File: src/rtl/pipe_reg_file.sv
// Parametrised multi-port register file with two write ports, optional write->read
// bypass, optional hard-wired zero register and a per-register pending-write scoreboard.
module pipe_reg_file #(
  parameter int DATA_W   = 32,
  parameter int ADDR_W   = 5,
  parameter int RD_PORTS = 2,
  parameter int BYPASS   = 1,
  parameter int ZERO_REG = 1
) (
  input  logic                         Clk,
  input  logic                         Reset,
  input  logic                         RegWrite0,
  input  logic [ADDR_W-1:0]            WN0,
  input  logic [DATA_W-1:0]            WD0,
  input  logic                         RegWrite1,
  input  logic [ADDR_W-1:0]            WN1,
  input  logic [DATA_W-1:0]            WD1,
  input  logic [RD_PORTS*ADDR_W-1:0]   RN,
  output logic [RD_PORTS*DATA_W-1:0]   RD,
  output logic [RD_PORTS-1:0]          RBusy,
  input  logic                         Issue,
  input  logic [ADDR_W-1:0]            IssueWN,
  output logic                         AnyBusy
);

  localparam int DEPTH = 2 ** ADDR_W;

  logic [DATA_W-1:0] regs_q [DEPTH];
  logic [DATA_W-1:0] regs_d [DEPTH];
  logic [DEPTH-1:0]  busy_q;
  logic [DEPTH-1:0]  busy_d;

  logic wr0_ok;
  logic wr1_ok;
  logic iss_ok;

  function automatic logic is_zero_reg(input logic [ADDR_W-1:0] addr);
    return (ZERO_REG != 0) && (addr == '0);
  endfunction

  assign wr0_ok = RegWrite0 && !is_zero_reg(WN0);
  assign wr1_ok = RegWrite1 && !is_zero_reg(WN1);
  assign iss_ok = Issue && !is_zero_reg(IssueWN);

  // Port 1 is applied after port 0 so it wins a collision; the issue is applied
  // last so a new producer keeps its register busy even if an older write lands.
  always_comb begin
    regs_d = regs_q;
    busy_d = busy_q;
    if (wr0_ok) begin
      regs_d[WN0] = WD0;
      busy_d[WN0] = 1'b0;
    end
    if (wr1_ok) begin
      regs_d[WN1] = WD1;
      busy_d[WN1] = 1'b0;
    end
    if (iss_ok) begin
      busy_d[IssueWN] = 1'b1;
    end
  end

  always_ff @(posedge Clk or posedge Reset) begin
    if (Reset) begin
      for (int i = 0; i < DEPTH; i++) begin
        regs_q[i] <= '0;
      end
      busy_q <= '0;
    end else begin
      for (int i = 0; i < DEPTH; i++) begin
        regs_q[i] <= regs_d[i];
      end
      busy_q <= busy_d;
    end
  end

  assign AnyBusy = |busy_q;

  for (genvar k = 0; k < RD_PORTS; k++) begin : g_rd
    logic [ADDR_W-1:0] ra;
    logic [DATA_W-1:0] rd_val;
    logic              rb_val;

    assign ra = RN[k*ADDR_W +: ADDR_W];

    // Reset and the zero register override bypass so nothing leaks through WD while cleared.
    always_comb begin
      rd_val = regs_q[ra];
      rb_val = busy_q[ra];
      if (BYPASS != 0) begin
        if (wr1_ok && (WN1 == ra)) begin
          rd_val = WD1;
          rb_val = 1'b0;
        end else if (wr0_ok && (WN0 == ra)) begin
          rd_val = WD0;
          rb_val = 1'b0;
        end
      end
      if (Reset || is_zero_reg(ra)) begin
        rd_val = '0;
        rb_val = 1'b0;
      end
    end

    assign RD[k*DATA_W +: DATA_W] = rd_val;
    assign RBusy[k]               = rb_val;
  end

endmodule

File: config.mk
export PLATFORM = sky130hd
export DESIGN_NAME = pipe_reg_file
export DESIGN_NICKNAME = d
export VERILOG_FILES = /design/src/rtl/pipe_reg_file.sv
export SDC_FILE = /design/constraint.sdc
export NUM_CORES = 2
export LEC_CHECK = 0
export BUFFER_PORTS_ARGS = -buffer_cell sky130_fd_sc_hd__buf_2
export CAP_MARGIN = 20
export CORE_MARGIN = 2
export CORE_UTILIZATION = 40
export DETAILED_ROUTE_END_ITERATION = 8
export MAX_ROUTING_LAYER = met4
export PLACE_DENSITY = 0.63
export SLEW_MARGIN = 0
export SYNTH_ARGS = -nofsm -noshare
export SYNTH_HDL_FRONTEND = slang
export SYNTH_SLANG_ARGS = --single-unit
File: constraint.sdc
create_clock -name Clk -period 30.4 [get_ports Clk]
set_input_delay 1.52 -clock Clk [delete_from_list [all_inputs] [get_ports Clk]]
set_output_delay 1.52 -clock Clk [all_outputs]
set_load 0.01 [all_outputs]
; ---- Word-level counts from Yosys, hierarchy flattened
; Cells that the tools add are included.
[totals]
out_inout_bits = 67
register_bits = 1056
word_cells = 122
[op_classes]
reduce_logical = 23
magnitude_cmp = 14
n_bitwise = 9
n_eq_ne = 4
n_mux = 39
[op_table]
columns = op, n
row1 = bitwise mux 1024 bit, 2
row2 = 2-to-1 mux 1024 bit, 2
row3 = 2-to-1 mux 32 bit, 15
row4 = binary-select mux 32 bit (select 5 bit), 2
row5 = demux 32 bit (select 5 bit), 2
row6 = AND 32 bit, 2
row7 = inverter 32 bit, 2
row8 = bitwise OR 32 bit, 1
row9 = OR reduction 32 bit, 1
row10 = < comparator 5 x 6 -> 1 bit (second input constant), 5
row11 = zero test 5 bit, 5
row12 = >= comparator 6 bit (second input constant), 4
row13 = inverter 5 -> 6 bit, 4
row14 = equality test 5 bit, 4
row15 = demux 1 bit (select 5 bit), 3
row16 = >= comparator 5 x 1 -> 1 bit (second input constant), 3
row17 = logical AND 1 bit, 12
row18 = < comparator 6 x 1 -> 1 bit (second input constant), 2
row19 = 2-to-1 mux 1 bit, 11
row20 = binary-select mux 1 bit (select 5 bit), 2
row21 = zero test 1 bit, 3
row22 = logical OR 1 bit, 2

; ---- Logic depth before layout (Yosys ltp)
[logic_depth]
depth_word = 11
ltp_mapped = 11
mapped_depth_nobuf = 5

; ---- Least setup slack after synthesis
; No wires, ideal clock.
[synth_timing]
path_type = input-to-output
start = input port RN[5]
end = output port RBusy[1]
arrival_ps = 3281
slack_ps = 25599
cell_stages = 8
path_cell_list = buf_4 -> buf_4 -> buf_4 -> mux4_2 -> mux4_2 -> nand2_1 -> a21oi_1 -> buf_4
[synth_between]
elab_chain_len = 5
[synth_rtl]
columns = item, line_no
row1 = from (decl), 18  ; input logic [RD_PORTS*ADDR_W-1:0] RN,
row2 = binary-select mux 1 bit (select 5 bit) or equality test 5 bit (tied branches), "89, 94"
row3 = 2-to-1 mux 1 bit (not written as such) or logical AND 1 bit (tied branches), "89, 94"
row4 = 2-to-1 mux 1 bit, 94  ; end else if (wr0_ok && (WN0 == ra)) begin
row5 = 2-to-1 mux 1 bit, 91  ; if (wr1_ok && (WN1 == ra)) begin
row6 = 2-to-1 mux 1 bit (*), 99  ; if (Reset || is_zero_reg(ra)) begin
row7 = to (decl), 20  ; output logic [RD_PORTS-1:0] RBusy,
; Mark *: on every way between the ends. The rest lies on a longest branch, timed or not. The select of a mux whose other input is x is not followed.

; ---- Final worst setup path
[layout_timing]
start = input port RN[1]
end = output port RD[1]
[layout_between]
elab_chain_len = 7
[layout_rtl]
columns = item, line_no
row1 = inverter 5 -> 6 bit (not written as such), 88  ; rd_val = regs_q[ra];
row2 = binary-select mux 32 bit (select 5 bit), 88
row3 = 2-to-1 mux 32 bit (not written as such) (2 in series), 88
row4 = 2-to-1 mux 32 bit, 94
row5 = 2-to-1 mux 32 bit, 91
row6 = 2-to-1 mux 32 bit (*), 99
row7 = to (decl), 19  ; output logic [RD_PORTS*DATA_W-1:0] RD,
; Marks and branches as above.

==> flow_metrics.env <==
export IMPL_hpwl_mm=164
export IMPL_die_h_um=412
export IMPL_min_period_ns=7.96
export IMPL_multi_input_area_mm2=0.0368
export IMPL_core_area_mm2=0.165
export IMPL_cts_buffers_inserted=115
export IMPL_arrival_ns=6.44
export IMPL_min_path_cells=0
export IMPL_globalRoute_totalOverflow=0
export IMPL_drv_cap=0
export IMPL_final_max_slew_viol_count=0
export IMPL_netlist_instances=6440
export IMPL_htree_levels=3
export IMPL_synth_edf_count=0
export IMPL_synth_area_mm2=0.0665
export IMPL_grt_max_degree=153
export IMPL_cts_tree="yes"
export IMPL_hold_buffers=0
export IMPL_ff_latch_area_mm2=0.0264
export IMPL_clkTransAtPathRegs_ns=0.06
export IMPL_ys_async_sr_fraction_pct=100
export IMPL_drcViolationCount=0
export IMPL_fin_nets=6114
export IMPL_cts_setup_buffers=0
export IMPL_firstDrtPassIters=7
export IMPL_slew_headroom_pct=13.1
export IMPL_worst_hold_startpoint="regs_q[1014]"
export IMPL_peakVddDrop_v=0.0000471
export IMPL_ys_ff_latch=1056
export IMPL_cts_sinks=1056
export IMPL_rsz0062_at_grt="no"
export IMPL_power_density_mw_per_mm2=65.5
export IMPL_status="finished clean"
export IMPL_cts_repair_resized=0
export IMPL_grtUsageTotal_pct=34.8
export IMPL_worst_slew_pin_slew_ns=1.30
export IMPL_synth_ff_type="dfrtp_1"
export IMPL_clock_tree_root_cell="clkbuf_16"
export IMPL_wl_mm=292
export IMPL_die_width_um=412
export IMPL_clock_fmax_mhz=126
export IMPL_synth_cell_types=72
export IMPL_place_congestion=0.956
export IMPL_clock_latency_ns=0.78
export IMPL_final_cell_mix="1056 x dfrtp_1, 1004 x mux2i_1, 677 x a21oi_1"
export IMPL_syn_nets=6534
export IMPL_period_share_pct=26.2
export IMPL_grt_first_pass_wirelength_mm=411
export IMPL_antenna_left=0
export IMPL_portBuffers=160
export IMPL_io_pins=161
export IMPL_num_rows=149
export IMPL_setup_viol=0
export IMPL_rr_worst_depth=2
export IMPL_skew_ns=0
export IMPL_antenna_found_initial=34
export IMPL_cts_buffer_depth=3
export IMPL_fin_ws_ns=22.44
export IMPL_pre_cts_ws_ns=22.51
export IMPL_finalSetupTns_ns=0
export IMPL_yosysWarningCount=0
export IMPL_required_ns=28.88
export IMPL_grt_pass1_vias=53700
export IMPL_r2r_start="regs_q[455]"
export IMPL_reg2reg_slack_ns=29.52
export IMPL_avgRoutedWirePerCell_um=35.0
export IMPL_num_vias=56900
export IMPL_final_common_cell="dfrtp_1"
export IMPL_detail_route_vias_per_cell=6.82
export IMPL_path_max_fanout=66
export IMPL_worstReg2RegEnd="regs_q[455]"
export IMPL_crit_type="primary input to output pin"
export IMPL_cp_end_kind="output pin"
export IMPL_min_path_type="flip-flop to flip-flop"
export IMPL_n_fill_cell=15200
export IMPL_synthToLayoutAreaGrowth_pct=8.47
export IMPL_syn_avg_cell_area_um2=10.3
export IMPL_crit_path_start_kind="primary input"
export IMPL_ys_seq_area_share_pct=39.7
export IMPL_holdPathEnd="regs_q[1014]"
export IMPL_die_area_mm2=0.170
export IMPL_initial_core_util_pct=40.3
export IMPL_drive_gt1_share_pct=17.4
export IMPL_hold_viol=0
export IMPL_p_leak_nw=30.0
export IMPL_drt_initial_drc_count=9511
## routing by layer
layer	vias to the layer above	global-route usage [%]	wire length, um
met2	4858	46.1	118000
met3	1202	14.2	45300
met5	-	-	0
li1	22800	-	-
met1	28000	43.9	106000
met4	0	21.4	22000
## cell type report
cell class / instances / area share, %
Antenna cell: 38 / 0.132
Clock buffer: 179 / 4.87
Clock inverter: 31 / 0.515
Inverter: 9 / 0.0520
Multi-Input combinational cell: 4534 / 51.0
Sequential cell: 1056 / 36.6
Tap cell: 2189 / 3.80
Timing Repair Buffer: 304 / 3.01
## Yosys cell counts, types with 12 or more instances
| cell type | number | area [um2] |
|---|---|---|
| dfrtp_1 | 1056 | 26400 |
| or4_1 | 32 | 240 |
| mux4_2 | 473 | 10700 |
| buf_1 | 115 | 432 |
| buf_4 | 36 | 270 |
| nand2_1 | 703 | 2640 |
| o221ai_1 | 71 | 622 |
| o22ai_1 | 140 | 876 |
| nor2_1 | 547 | 2050 |
| and3_1 | 23 | 144 |
| and2_1 | 14 | 87.6 |
| o21ai_0 | 469 | 2350 |
| a21oi_1 | 677 | 3390 |
| buf_6 | 31 | 349 |
| a22o_1 | 45 | 394 |
| a22oi_1 | 37 | 278 |
| nand3_1 | 19 | 95.1 |
| a211o_1 | 23 | 201 |
| mux4_1 | 15 | 394 |
| a31oi_1 | 82 | 513 |
| nor2b_1 | 12 | 75.1 |
| mux2i_1 | 1004 | 10000 |
| buf_2 | 150 | 751 |
| clkbuf_1 | 499 | 1870 |
## how the worst max path moves through the flow
stage          start   endpoint  slack [ns]  depth (start not counted)
6_report       RN[1]      RD[1]       22.44                          7
5_1_grt        RN[0]     RD[28]       22.25                          9
4_1_cts        RN[0]     RD[22]       22.51                         10
3_5_place_dp   RN[0]     RD[22]       22.51                         10
3_3_place_gp   RN[0]     RD[22]       22.49                         10
2_1_floorplan  Reset  busy_q[0]       14.32                          1
## state kept, by name, indices dropped and copies added, names as in the netlist
name and flops:
regs_q 1024, busy_q 32
## critical path, cell delays in order
cell and delay [ns]:
buf_8 0.51, buf_4 0.79, xor2_1 0.34, or4_1 1.05, nor2_1 0.58, a221oi_1 1.16, buf_2 0.30
## through the flow
stage | hold WS [ns] | area [um2] | utilization, % | power, mW | cells
after floorplan | 0.438 | 66500 | - | 2.87 | 6440
after global placement | 0.377 | 67900 | 41.1 | 3.15 | 8079
after detailed placement | 0.384 | 68000 | 41.2 | 3.21 | 8086
after CTS | 0.397 | 71900 | 43.6 | 4.67 | 8296
after global routing | 0.409 | 72100 | 43.7 | 4.89 | 8335
final | 0.399 | 72200 | 43.7 | 4.73 | 8340
## kinds of logic (layout without fill, tap and decap cells)
kind of cell	count (synthesis)	count (layout)	synth area share [%]
other cells	0	38	0
flops	1056	1056	39.7
simple gates	1433	1433	8.96
compound gates	1587	1587	13.5
mux	1494	1494	31.7
xor+xnor	20	20	0.263
buf+inv	850	523	5.78
## power breakdown
group	switching, mW	internal [mW]	total (mW)
registers	0.314	1.77	2.08
logic	0.557	0.601	1.16
clock network	0.637	0.848	1.48
total	1.51	3.22	4.73
(Power assumes the default switching activity.)
